## config.mk

```make
export PLATFORM = sky130hd
export DESIGN_NAME = alu_issue_capture
export DESIGN_NICKNAME = d
export VERILOG_FILES = /design/src/rtl/alu_issue_capture.sv
export SDC_FILE = /design/constraint.sdc
export NUM_CORES = 1
export LEC_CHECK = 0
export BUFFER_PORTS_ARGS = -buffer_cell sky130_fd_sc_hd__buf_4
export CELL_PAD_IN_SITES_DETAIL_PLACEMENT = 1
export CELL_PAD_IN_SITES_GLOBAL_PLACEMENT = 1
export CORE_MARGIN = 2
export CORE_UTILIZATION = 29
export DETAILED_ROUTE_END_ITERATION = 12
export HOLD_SLACK_MARGIN = 0.05
export PLACE_DENSITY = 0.57
export SLEW_MARGIN = 20
export SYNTH_ARGS = -nofsm -noshare
export SYNTH_HDL_FRONTEND = slang
export SYNTH_SLANG_ARGS = --single-unit
```

## constraint.sdc

```tcl
create_clock -name clk -period 1.9 [get_ports clk]
set_clock_uncertainty 0.1 [all_clocks]
set_input_delay 0.475 -clock clk [delete_from_list [all_inputs] [get_ports clk]]
set_output_delay 0.475 -clock clk [all_outputs]
set_load 0.02 [all_outputs]
```

## src/rtl/alu_issue_capture.sv

```systemverilog
`default_nettype none
`timescale 1ns/1ps
// ============================================================================
//  Module      : alu_issue_capture
//  Description : Issue/capture stage around a combinational 4-bit add/sub
//                datapath. Accepts one op per handshake, holds it on dp_*
//                for a settle window, samples the result, checks it against
//                a golden sum and hands it downstream.
//  Revision    : 1.0  initial release
// ============================================================================
module alu_issue_capture #(
    parameter int SETTLE_CYCLES = 4,
    parameter int ERR_CNT_W     = 8,
    parameter int TXN_CNT_W     = 16
) (
    input  logic                 clk,
    input  logic                 rst_n,
    input  logic                 in_valid,
    output logic                 in_ready,
    input  logic [3:0]           in_a,
    input  logic [3:0]           in_b,
    input  logic [1:0]           in_s,
    input  logic                 in_cin,
    output logic [3:0]           dp_a,
    output logic [3:0]           dp_b,
    output logic [1:0]           dp_s,
    output logic                 dp_cin,
    input  logic [3:0]           dp_d,
    input  logic                 dp_cout,
    output logic                 out_valid,
    input  logic                 out_ready,
    output logic [3:0]           out_d,
    output logic                 out_cout,
    output logic                 out_err,
    output logic [ERR_CNT_W-1:0] err_count,
    output logic [TXN_CNT_W-1:0] txn_count
);

    // Counter must hold SETTLE_CYCLES-1; keep at least one bit.
    localparam int CNT_W = (SETTLE_CYCLES > 1) ? $clog2(SETTLE_CYCLES) : 1;

    typedef enum logic [1:0] {
        S_IDLE   = 2'd0,
        S_SETTLE = 2'd1,
        S_DONE   = 2'd2
    } state_t;

    state_t               state_q, state_d;
    logic                 in_ready_q, out_valid_q;
    logic [CNT_W-1:0]     cnt_q;
    logic [3:0]           dp_a_q, dp_b_q;
    logic [1:0]           dp_s_q;
    logic                 dp_cin_q;
    logic [4:0]           golden_q;
    logic [3:0]           out_d_q;
    logic                 out_cout_q, out_err_q;
    logic [ERR_CNT_W-1:0] err_count_q;
    logic [TXN_CNT_W-1:0] txn_count_q;

    logic                 accept, sample, out_hs, mismatch;
    logic [3:0]           y_sel;
    logic [4:0]           golden_d;

    // Handshake qualifiers and the golden sum for the op being accepted.
    always_comb begin
        accept   = in_valid && in_ready_q;
        sample   = (state_q == S_SETTLE) && (cnt_q == '0);
        out_hs   = out_valid_q && out_ready;
        mismatch = ({dp_cout, dp_d} != golden_q);
        case (in_s)
            2'b00:   y_sel = in_b;
            2'b01:   y_sel = ~in_b;
            2'b10:   y_sel = 4'h0;
            default: y_sel = 4'hF;
        endcase
        golden_d = {1'b0, in_a} + {1'b0, y_sel} + {4'b0000, in_cin};
    end

    // Next-state logic for IDLE -> SETTLE -> DONE -> IDLE.
    always_comb begin
        state_d = state_q;
        case (state_q)
            S_IDLE:   if (accept) state_d = S_SETTLE;
            S_SETTLE: if (sample) state_d = S_DONE;
            S_DONE:   if (out_ready) state_d = S_IDLE;
            default:  state_d = S_IDLE;
        endcase
    end

    // State register; ready/valid are registered decodes of the next state so
    // in_ready stays low through reset and rises on the first edge after it.
    always_ff @(posedge clk or negedge rst_n) begin
        if (!rst_n) begin
            state_q     <= S_IDLE;
            in_ready_q  <= 1'b0;
            out_valid_q <= 1'b0;
        end else begin
            state_q     <= state_d;
            in_ready_q  <= (state_d == S_IDLE);
            out_valid_q <= (state_d == S_DONE);
        end
    end

    // Operand capture, settle countdown, result sampling and counters.
    always_ff @(posedge clk or negedge rst_n) begin
        if (!rst_n) begin
            cnt_q       <= '0;
            dp_a_q      <= '0;
            dp_b_q      <= '0;
            dp_s_q      <= '0;
            dp_cin_q    <= 1'b0;
            golden_q    <= '0;
            out_d_q     <= '0;
            out_cout_q  <= 1'b0;
            out_err_q   <= 1'b0;
            err_count_q <= '0;
            txn_count_q <= '0;
        end else begin
            if (accept) begin
                dp_a_q   <= in_a;
                dp_b_q   <= in_b;
                dp_s_q   <= in_s;
                dp_cin_q <= in_cin;
                golden_q <= golden_d;
                cnt_q    <= CNT_W'(SETTLE_CYCLES - 1);
            end else if ((state_q == S_SETTLE) && (cnt_q != '0)) begin
                cnt_q <= cnt_q - CNT_W'(1);
            end
            if (sample) begin
                out_d_q    <= dp_d;
                out_cout_q <= dp_cout;
                out_err_q  <= mismatch;
                if (mismatch && (err_count_q != {ERR_CNT_W{1'b1}})) begin
                    err_count_q <= err_count_q + ERR_CNT_W'(1);
                end
            end
            if (out_hs) begin
                txn_count_q <= txn_count_q + TXN_CNT_W'(1);
            end
        end
    end

    assign in_ready  = in_ready_q;
    assign out_valid = out_valid_q;
    assign dp_a      = dp_a_q;
    assign dp_b      = dp_b_q;
    assign dp_s      = dp_s_q;
    assign dp_cin    = dp_cin_q;
    assign out_d     = out_d_q;
    assign out_cout  = out_cout_q;
    assign out_err   = out_err_q;
    assign err_count = err_count_q;
    assign txn_count = txn_count_q;

endmodule
`default_nettype wire

```

# Yosys cells after proc, flatten, opt, wreduce, memory -nomap -nowiden

Cells that the tools add are included.

Add/subtract/negate cells: 5
Eq/ne operators: 7
Mux-type cells: 7
Bitwise logic cells: 1
Reduce and logical (&&, ||, !) cells: 12

Operators with widths:

| kind                                                               | number |
|---|---|
| 16-bit by 1-bit adder with 16-bit output, second input constant    | 1 |
| 4-bit one-hot mux with 3 select lines                              | 1 |
| 2-bit 2-to-1 mux                                                   | 5 |
| 8-bit by 1-bit adder with 8-bit output, second input constant      | 1 |
| 2-bit zero test                                                    | 4 |
| 8-bit inequality test, second input constant                       | 1 |
| 2-bit == test, second input constant                               | 3 |
| 2-bit one-hot mux with 3 select lines                              | 1 |
| 4-bit by 4-bit adder with 5-bit output                             | 1 |
| 5-bit by 1-bit adder with 5-bit output                             | 1 |
| 1-bit logical AND                                                  | 5 |
| 5-bit inequality test                                              | 1 |
| 2-bit by 1-bit == test with 1-bit output, second input constant    | 2 |
| 4-bit inverter                                                     | 1 |
| 2-bit nonzero test                                                 | 2 |
| 2-bit AND reduction                                                | 1 |
| 2-bit by 1-bit subtractor with 2-bit output, second input constant | 1 |

Flip-flop bits (word level): 52
Input bits: 20
Word-level logic and storage cells: 46

# Logic depth before layout (Yosys ltp)

Gate-level depths: netlist of run 1.

Depth in word-level cells: 5
Depth in mapped cells: 8
Mapped depth without buffers: 8

# Worst setup path before layout of run 1

Ideal clock, no wire load.

Path type: input to register
From: input in_s[0]
To: register golden_q[1]
Setup time: 0.125 ns
Arrival time: 1.894 ns
Required time: 1.675 ns
Slack: -0.218 ns
Cell stages on the path: 6
Buffers on the path: 1
Cells stage by stage: clkbuf_1 > xnor2_1 > fa_1 > inv_1 > fa_1 > mux2_2

Longest elaborated chain between the ends: 4
Elaborated cells on any way between the ends: 6
Those cells by class: add/sub (2); eq/ne (2); mux (1); reduce/logical (1)

RTL lines:

| element                                  | line | text |
|---|---|---|
| start: declaration                       | 22   | `input logic [1:0] in_s,` |
| 2-bit == test (tied with other cells)    | 70   | `case (in_s)` |
| 4-bit one-hot mux with 3 select lines *  | 70   |  |
| 4-bit by 4-bit adder with 5-bit output * | 76   | `golden_d = {1'b0, in_a} + {1'b0, y_sel} + {4'b0000, in_cin};` |
| 5-bit by 1-bit adder with 5-bit output * | 76   |  |
| via golden_d[1]                          | 62   | `logic [4:0] golden_d;` |
| end signal: assignment                   | 124  | `golden_q <= golden_d;` |
| end: declaration                         | 54   | `logic [4:0] golden_q;` |

Mark *: on every way through the listed nets, which the timed path passes. The rest lies on a longest branch.
A chain may end at the register's enable or synchronous reset.

# Worst setup path in the final report of run 1

From: input in_b[0]
To: register golden_q[1]

Longest elaborated chain between the ends: 4

RTL lines:

| element                                  | line | text |
|---|---|---|
| start: declaration                       | 21   | `input logic [3:0] in_b,` |
| 4-bit inverter                           | 72   | `2'b01: y_sel = ~in_b;` |
| 4-bit one-hot mux with 3 select lines *  | 70   |  |
| 4-bit by 4-bit adder with 5-bit output * | 76   |  |
| 5-bit by 1-bit adder with 5-bit output * | 76   |  |
| via golden_d[1]                          | 62   |  |

Marks and branches as above.

==> impl_metrics.ini, run 1 <==
[logic_synthesis]
synth_top_area_share_pct = 54.9
synth-simple-area-share_pct = 13.6
synth_top_area_cell = dfrtp_1
ys_seq_area_share_pct = 54.9
synth_area_mm2 = 0.00237
ys_async_sr_fraction_pct = 100
ys_types = 27
synth_common_cells = dfrtp_1, xnor2_1, nand2_1, mux2_2, nand3_1
synthMuxAreaShare_pct = 9.19
synth_flop_cell = dfrtp_1
synth_compound_area_share_pct = 3.91
synth_cells = 191
ys_ff_latch = 52
synth_most_common_cell = dfrtp_1
ys.warnings.count = 0
synthXorXnorAreaFrac_pct = 12.2
synthAdderAreaFrac_pct = 4.86
synth_top_family_by_area = simple AND/OR/NAND/NOR gates
avgSynthCellArea_um2 = 12.4
synth_edf_count = 0
synth_area_leaders = dfrtp_1, xnor2_1, mux2_2
syn_nets = 219

[worst_setup_path]
start_kind = input pin
rr_worst_depth = 6
endpoint_kind = flip-flop
worstPathMaxFanout = 2
r2r-start = cnt_q[0]
timing.rr.end = err_count[1]
cp.required_ps = 1990
startpoint = in_b[0]
worstPathArrival_ps = 1970
timing.reg2reg.setup_slack_ps = 210
crit_path_end = golden_q[1]
critical_path_class = input pin to flip-flop

[sta]
rsz0062_at_grt = yes
maxSlewHeadroom_pct = 55.1
setup_viol = 0
worstMarginPinSlew_ps = 674
hold_slack_ps = 85.3
final_max_slew_viol_count = 0
post-route-min-period_ps = 1880
hold_violations = 0
max_freq_mhz = 532
fin_crit_sh_pct = 98.9

[floorplanning]
dieArea_mm2 = 0.00891
pin_count = 63
core_mm2 = 0.00781
start_util_pct = 30.3
die_width_um = 94.4
die_y_um = 94.4
rows = 32

[route]
top_layer = met4
routed_via_density = 4.60
wl_met1_mm = 2.21
via_count = 1685
wl_met3_um = 426
wl_met2_mm = 2.32
drcViolationCount = 0
dr.pass1.iters = 4
final_antenna_net_count = 0
finalWirelength_mm = 4.99
drt_iter0_markers = 33
wl_per_cell_um = 13.6

[clock_tree]
clock_sinks = 52
cts_buffer_depth = 2
numCtsBuffers = 5
ctsHtreeMaxLevel = 2
tritoncts = built
clk-insertion-delay-late_ps = 300
clk_pin_slew_ps = 90
root_buffer = clkbuf_8
post_cts_buffers = 0

[pwr]
max-vdd-ir-drop_mv = 0.577
p_leak_nw = 1.50
power.total_w = 0.00426
powerDensity_mw_per_mm2 = 1360

[cells_and_area]
nets = 291
drive_gt1_share_pct = 39.8
area_delta_synth_final_pct = 32.1
stdcell_count = 366
antennaDiodeCount = 0
fin_area_mm2 = 0.00313

[worst_hold_path]
hold_path.class = input pin to asynchronous set/reset pin

[place]
dp.cells = 358
gp_congestion = 0.705
portBuffers = 62
dpl.hpwl_mm = 3.70
place_area_mm2 = 0.00301

[global_route]
grtUsageTotal_pct = 11.9
grt_max_degree = 53
grt_first_pass_wirelength_mm = 8.38
antenna_found_initial = 0
grt_pass1_vias = 1697
grt_overflow = 0

[outcome]
status = complete, no violations

[job]
maxCapViolCount = 0
final cells by class:
type                            count  area (µm²)
Clock buffer                        6        72.6
Clock inverter                      2        35.0
Fill cell                         865        4680
Inverter                            5        18.8
Multi-Input combinational cell    131        1050
Sequential cell                    52        1300
Tap cell                          102         128
Timing Repair Buffer               68         523
cell families after synthesis:
group | after synthesis
multiplexers | 19
buffers and inverters | 8
XOR/XNOR | 33
adder cells (fa/ha/maj) | 8
AND/OR/NAND/NOR | 58
flip-flops | 52
AO/OA/AOI/OAI | 13
layout by cell type, fill, tap and decap left out, types with 3 or more instances in the layout:
cell type and instances:
nand2b_1 4, ha_1 6, nand3_1 9, and3_1 5, nand4_1 6, o21ai_0 4, xnor2_1 26, xor2_1 6
inv_1 4, nor2_1 5, dfrtp_1 52, and4_1 3, clkbuf_8 5, buf_4 67, mux2_2 18, nand2_1 20
registers in the layout (all words and copies together) (netlist names):
register   count
cnt_q          2
txn_count     16
golden_q       5
out_d          4
dp_s           2
out_cout       1
in_ready       1
out_valid      1
dp_b           4
dp_cin         1
err_count      8
state_q        2
out_err        1
dp_a           4
through the flow:
stage | util [%] | TNS (ps) | setup WS [ps]
floorplan | - | -190 | -95.4
global placement | 38.6 | -845 | -251
detailed placement | 38.6 | -1010 | -310
CTS | 39.9 | 0 | 25.7
global route | 40.1 | -13.3 | -13.3
finish | 40.1 | 0 | 21.8
per-layer routing:
| layer | vias to the layer above | GRT usage (%) |
|---|---|---|
| met2 | 49 | 18.3 |
| met4 | 0 | 2.17 |
| li1 | 790 | - |
| met3 | 4 | 5.11 |
| met5 | - | 0 |
| met1 | 842 | 16.0 |
what timing repair did:
item	in CTS	in global routing
gates resized for setup	0	4
setup endpoints to repair	0	2
hold buffers	0	0
critical path, cell delays in order:
cell	delay (ps)
buf_4	110
nor2b_1	130
xnor2_1	140
fa_2	360
inv_2	70
fa_2	420
mux2_2	260
worst min path at each step:
| stage | startpoint | endpoint | slack, ps | depth (start not counted) |
|---|---|---|---|---|
| 2_1_floorplan | rst_n | cnt_q[0] | 80 | 0 |
| 3_3_place_gp | txn_count[15] | txn_count[15] | 360 | 1 |
| 3_5_place_dp | txn_count[15] | txn_count[15] | 370 | 1 |
| 4_1_cts | rst_n | txn_count[5] | 130 | 1 |
| 5_1_grt | rst_n | txn_count[6] | 150 | 1 |
| 6_report | rst_n | txn_count[6] | 90 | 1 |
report_power, final:
group	internal (W)	total, W	switching [W]
Combinational	0.000868	0.00175	0.000885
Clock	0.000392	0.000753	0.000362
Sequential	0.00148	0.00175	0.000274
Total	0.00274	0.00426	0.00152
(Power assumes the default switching activity.)
==> run 2, diff against run 1 <==
--- a/config.mk
+++ b/config.mk
@@ -13,6 +13,7 @@
 export DETAILED_ROUTE_END_ITERATION = 12
 export HOLD_SLACK_MARGIN = 0.05
 export PLACE_DENSITY = 0.57
+export REMOVE_ABC_BUFFERS = 1
 export SLEW_MARGIN = 20
 export SYNTH_ARGS = -nofsm -noshare
 export SYNTH_HDL_FRONTEND = slang
==> run 2 against run 1 <==
Net effect: worst hold slack improved by 8.9 ps; fmax rose by 0.40%; via count fell by 2.1%; critical path depth did not move; first-iteration DRC count fell by 21%.
==> impl_metrics.ini, run 2 (synthesis gave the netlist of run 1 again) <==
[global_route]
use_met3_pct = 3.27
antenna_found_initial = 0
grt_busiest_layer = met2
grt_pass1_vias = 1720
grtUsageTotal_pct = 11.9
grt_first_pass_wirelength_mm = 8.34
grt_overflow = 0
use_met1_pct = 15.4
grt_max_degree = 53
grtUsageMet2_pct = 19.6

[route]
drcViolationCount = 0
dr.pass1.iters = 4
drt_iter0_markers = 26
routed_via_density = 4.48
via_count = 1650
wl_per_cell_um = 13.2
finalWirelength_mm = 4.85
final_antenna_net_count = 0

[floorplanning]
die_y_um = 94.4
pin_count = 63
start_util_pct = 30.3
dieArea_mm2 = 0.00891
die_width_um = 94.4
core_mm2 = 0.00781
rows = 32

[cells_and_area]
nets = 293
drive_gt1_share_pct = 41.7
final_cell_mix = buf_4, dfrtp_1, xnor2_1
largest_reg_flops = 16
stdcell_count = 368
final_common_cell = buf_4
area_delta_synth_final_pct = 34.1
antennaDiodeCount = 0
fin_area_mm2 = 0.00318

[sta]
setup_ws_ps = 29.4
post-route-min-period_ps = 1870
maxSlewHeadroom_pct = 55.0
final_max_slew_viol_count = 0
rsz0062_at_grt = no
setup_viol = 0
hold_slack_ps = 94.2
max_freq_mhz = 535
fin_crit_sh_pct = 98.5
hold_violations = 0
worstMarginPinSlew_ps = 675

[place]
place_area_mm2 = 0.00300
portBuffers = 62
gp_congestion = 0.713
pre_cts_slack_ps = -322
dpl.hpwl_mm = 3.66
dp.cells = 359

[pwr]
internal-power_w = 0.00282
p_leak_nw = 1.53
clkPwrFrac_pct = 19.1
netSwitchingFraction_pct = 35.1
power_switching_w = 0.00152
pwr-share-seq_pct = 40.5
pwr-share-comb_pct = 40.4
powerDensity_mw_per_mm2 = 1370
power.total_w = 0.00434
max-vdd-ir-drop_mv = 0.795

[clock_tree]
ctsHtreeMaxLevel = 2
clock_sinks = 52
clk-insertion-delay-late_ps = 300
tritoncts = built
numCtsBuffers = 5
hold_buffers = 0
clk_pin_slew_ps = 100
cts_buffer_depth = 2
root_buffer = clkbuf_8

[worst_setup_path]
endpoint_kind = flip-flop
critical_path_class = input pin to flip-flop
cp.required_ps = 1980
startpoint = in_b[0]
worstPathArrival_ps = 1950
worstPathMaxFanout = 2
r2r-start = cnt_q[0]
start_kind = input pin

[outcome]
status = complete, no violations

[worst_hold_path]
hold_path.class = input pin to asynchronous set/reset pin

[job]
maxCapViolCount = 0
-- run 2: changes by cell type in the layout (fill, tap and decap cells not counted), sizes merged --
cell    previous run  this run
clkbuf             6         7
buf               68        70
clkinv             1         0
-- run 2: worst paths after layout --
kind	slack [ps]	endpoint	cells after the start
max	30	golden_q[1]	7
min	90	txn_count[11]	1
max reg2reg	210	err_count[1]	6
min reg2reg	370	txn_count[15]	1
max in group asynchronous	1140	out_d[3]	1
min in group clk	300	dp_b[0]	2
-- run 2: layout make-up --
cell class              count  area (µm²)
multi-input cells         131        1070
well taps                 102         128
flip-flops and latches     52        1300
clock inverters             1        30.0
clock buffers               7        96.3
inverters                   5        18.8
fillers                   867        4630
repair buffers             70         529
-- run 2: stage by stage --
step | TNS, ps | util (%)
finish | 0 | 40.7
global route | 0 | 40.7
detailed placement | -991 | 38.5
floorplan | -185 | -
CTS | 0 | 40.1
global placement | -895 | 38.5
-- run 2: power groups by stage --
| stage | Combinational [W] | Sequential (W) | Clock [W] |
|---|---|---|---|
| after floorplan | 0.000716 | 0.00208 | 0 |
| after global placement | 0.00174 | 0.00177 | 0 |
| after detailed placement | 0.00176 | 0.00178 | 0 |
| after CTS | 0.00177 | 0.00177 | 0.000859 |
| after global routing | 0.00192 | 0.00183 | 0.000900 |
| final | 0.00176 | 0.00176 | 0.000829 |
-- run 2: per-layer routing --
metal  vias to the layer above  routed length [µm]
met3                         5                 297
li1                        797                   -
met5                         -                   0
met4                         0                  46
met1                       804                2170
met2                        44                2340
-- run 2: worst max-delay path: stages --
cell     delay [ps]
buf_6            90
nor2b_4         120
xnor2_2         140
fa_2            360
inv_2            80
fa_2            420
mux2_4          270
-- run 2: what timing repair did --
action,CTS,global route
setup endpoints to repair,0,3
setup buffers,0,1
resized for setup,0,12
==> run 3, diff against run 2 <==
--- a/config.mk
+++ b/config.mk
@@ -5,14 +5,14 @@
 export SDC_FILE = /design/constraint.sdc
 export NUM_CORES = 1
 export LEC_CHECK = 0
-export BUFFER_PORTS_ARGS = -buffer_cell sky130_fd_sc_hd__buf_4
 export CELL_PAD_IN_SITES_DETAIL_PLACEMENT = 1
 export CELL_PAD_IN_SITES_GLOBAL_PLACEMENT = 1
 export CORE_MARGIN = 2
 export CORE_UTILIZATION = 29
 export DETAILED_ROUTE_END_ITERATION = 12
+export DONT_BUFFER_PORTS = 1
 export HOLD_SLACK_MARGIN = 0.05
-export PLACE_DENSITY = 0.57
+export PLACE_DENSITY = 0.49
 export REMOVE_ABC_BUFFERS = 1
 export SLEW_MARGIN = 20
 export SYNTH_ARGS = -nofsm -noshare
==> run 3 against run 2 <==
Net effect: clock power down 22%; worst setup slack better by 95 ps; count of clock-buffer cells in the layout down 1; fmax up 5.3%; non-clock buffer count down 49; core utilization down 5.4 points; total power down 11%; largest cell class unchanged; largest power group unchanged; highest routed layer unchanged.
==> impl_metrics.ini, run 3 (synthesis gave the netlist of run 1 again) <==
[sta]
maxSlewHeadroom_pct = 76.7
setup_ws_ps = 124
setup_viol = 0
max_freq_mhz = 563
final_max_slew_viol_count = 0
worstMarginPinSlew_ps = 349
hold_violations = 0
rsz0062_at_grt = no
post-route-min-period_ps = 1780
fin_crit_sh_pct = 93.5

[global_route]
antenna_found_initial = 0
grtUsageTotal_pct = 12.5
grt_pass1_vias = 1704
grt_max_degree = 53
grt_first_pass_wirelength_mm = 8.58
grt_overflow = 0

[job]
maxCapViolCount = 0

[clock_tree]
root_buffer = clkbuf_8
post_cts_resized = 0
clk-insertion-delay-late_ps = 290
cts_buffer_depth = 2
ctsHtreeMaxLevel = 2
numCtsBuffers = 5
clock_sinks = 52
tritoncts = built
clk_pin_slew_ps = 100

[route]
routed_via_density = 4.64
finalWirelength_mm = 5.07
final_antenna_net_count = 0
dr.pass1.iters = 4
drt_iter0_markers = 12
wl_per_cell_um = 15.9
via_count = 1479
drcViolationCount = 0

[place]
dp.cells = 309
pre_cts_slack_ps = -203
portBuffers = 0
gp_congestion = 0.803
dpl.hpwl_mm = 3.88

[worst_setup_path]
worstPathMaxFanout = 2
worstPathArrival_ps = 1860
cp.required_ps = 1990
start_kind = input pin
endpoint_kind = flip-flop
critical_path_class = input pin to flip-flop

[floorplanning]
start_util_pct = 30.3
pin_count = 63
rows = 32
core_mm2 = 0.00781
die_y_um = 94.4
die_width_um = 94.4
dieArea_mm2 = 0.00891

[cells_and_area]
final_cell_mix = dfrtp_1, xnor2_1, nand2_1
regArea_mm2 = 0.00130
fill_cells = 870
stdcell_count = 319
nets = 244
multi_input_area_mm2 = 0.00104
area_delta_synth_final_pct = 16.4
final_common_cell = dfrtp_1
drive_gt1_share_pct = 24.9
antennaDiodeCount = 0
largest_reg_flops = 16

[worst_hold_path]
hold_path.class = input pin to flip-flop

[pwr]
max-vdd-ir-drop_mv = 0.493
powerDensity_mw_per_mm2 = 1390
p_leak_nw = 1.26

[outcome]
status = complete, no violations
[run 3: area by class of cell]
class | count | share of cell area (%)
timing repair buffer | 21 | 6.53
clock buffer | 6 | 2.99
sequential | 52 | 47.2
tap | 102 | 4.63
inverter | 5 | 0.681
multi-input combinational | 131 | 37.6
clock inverter | 2 | 0.363
[run 3: final timing paths]
check                      depth (start not counted)  slack, ps            end   startpoint
min in group asynchronous                          2        590  txn_count[11]        rst_n
hold reg to reg                                    2        410    golden_q[2]  golden_q[2]
setup / recovery                                   6        120    golden_q[1]      in_b[0]
max in group asynchronous                          2        890       out_d[1]        rst_n
hold / removal                                     1        220       out_d[0]      dp_d[0]
setup reg to reg                                   6        220   err_count[1]     cnt_q[0]
[run 3: critical path, cell delays in order]
cell and delay (ps):
nor2b_1 120, xnor2_1 130, fa_1 360, inv_1 90
fa_1 420, mux2_2 270
[run 3: where the power goes]
group	internal, W	total, W	switching [W]
Clock	0.000292	0.000648	0.000356
Combinational	0.000599	0.00121	0.000608
Sequential	0.00148	0.00199	0.000510
[run 3: timing repair]
action                                 4_1_cts  5_1_grt
setup buffers                                0        0
hold buffers                                 2        0
endpoints found under the hold margin       52        0
[run 3: routing by layer]
metal / vias to the layer above / part of all wire (%) / GRT usage [%]
li1: 694 / - / -
met1: 734 / 38 / 13.2
met2: 44 / 52 / 22.8
met3: 7 / 8.5 / 5.27
met4: 0 / 1.1 / 3.26
met5: - / 0 / 0
[run 3: through the flow]
step | TNS, ps | instance area, µm² | util [%] | total power, W | hold slack [ps]
detailed placement | -445 | 2630 | 33.7 | 0.00323 | 81.0
CTS | 0 | 2760 | 35.3 | 0.00393 | 202
global route | 0 | 2760 | 35.3 | 0.00414 | 192
finish | 0 | 2760 | 35.3 | 0.00384 | 217
floorplan | -185 | 2360 | - | 0.00279 | 79.4
global placement | -454 | 2630 | 33.7 | 0.00316 | 80.9
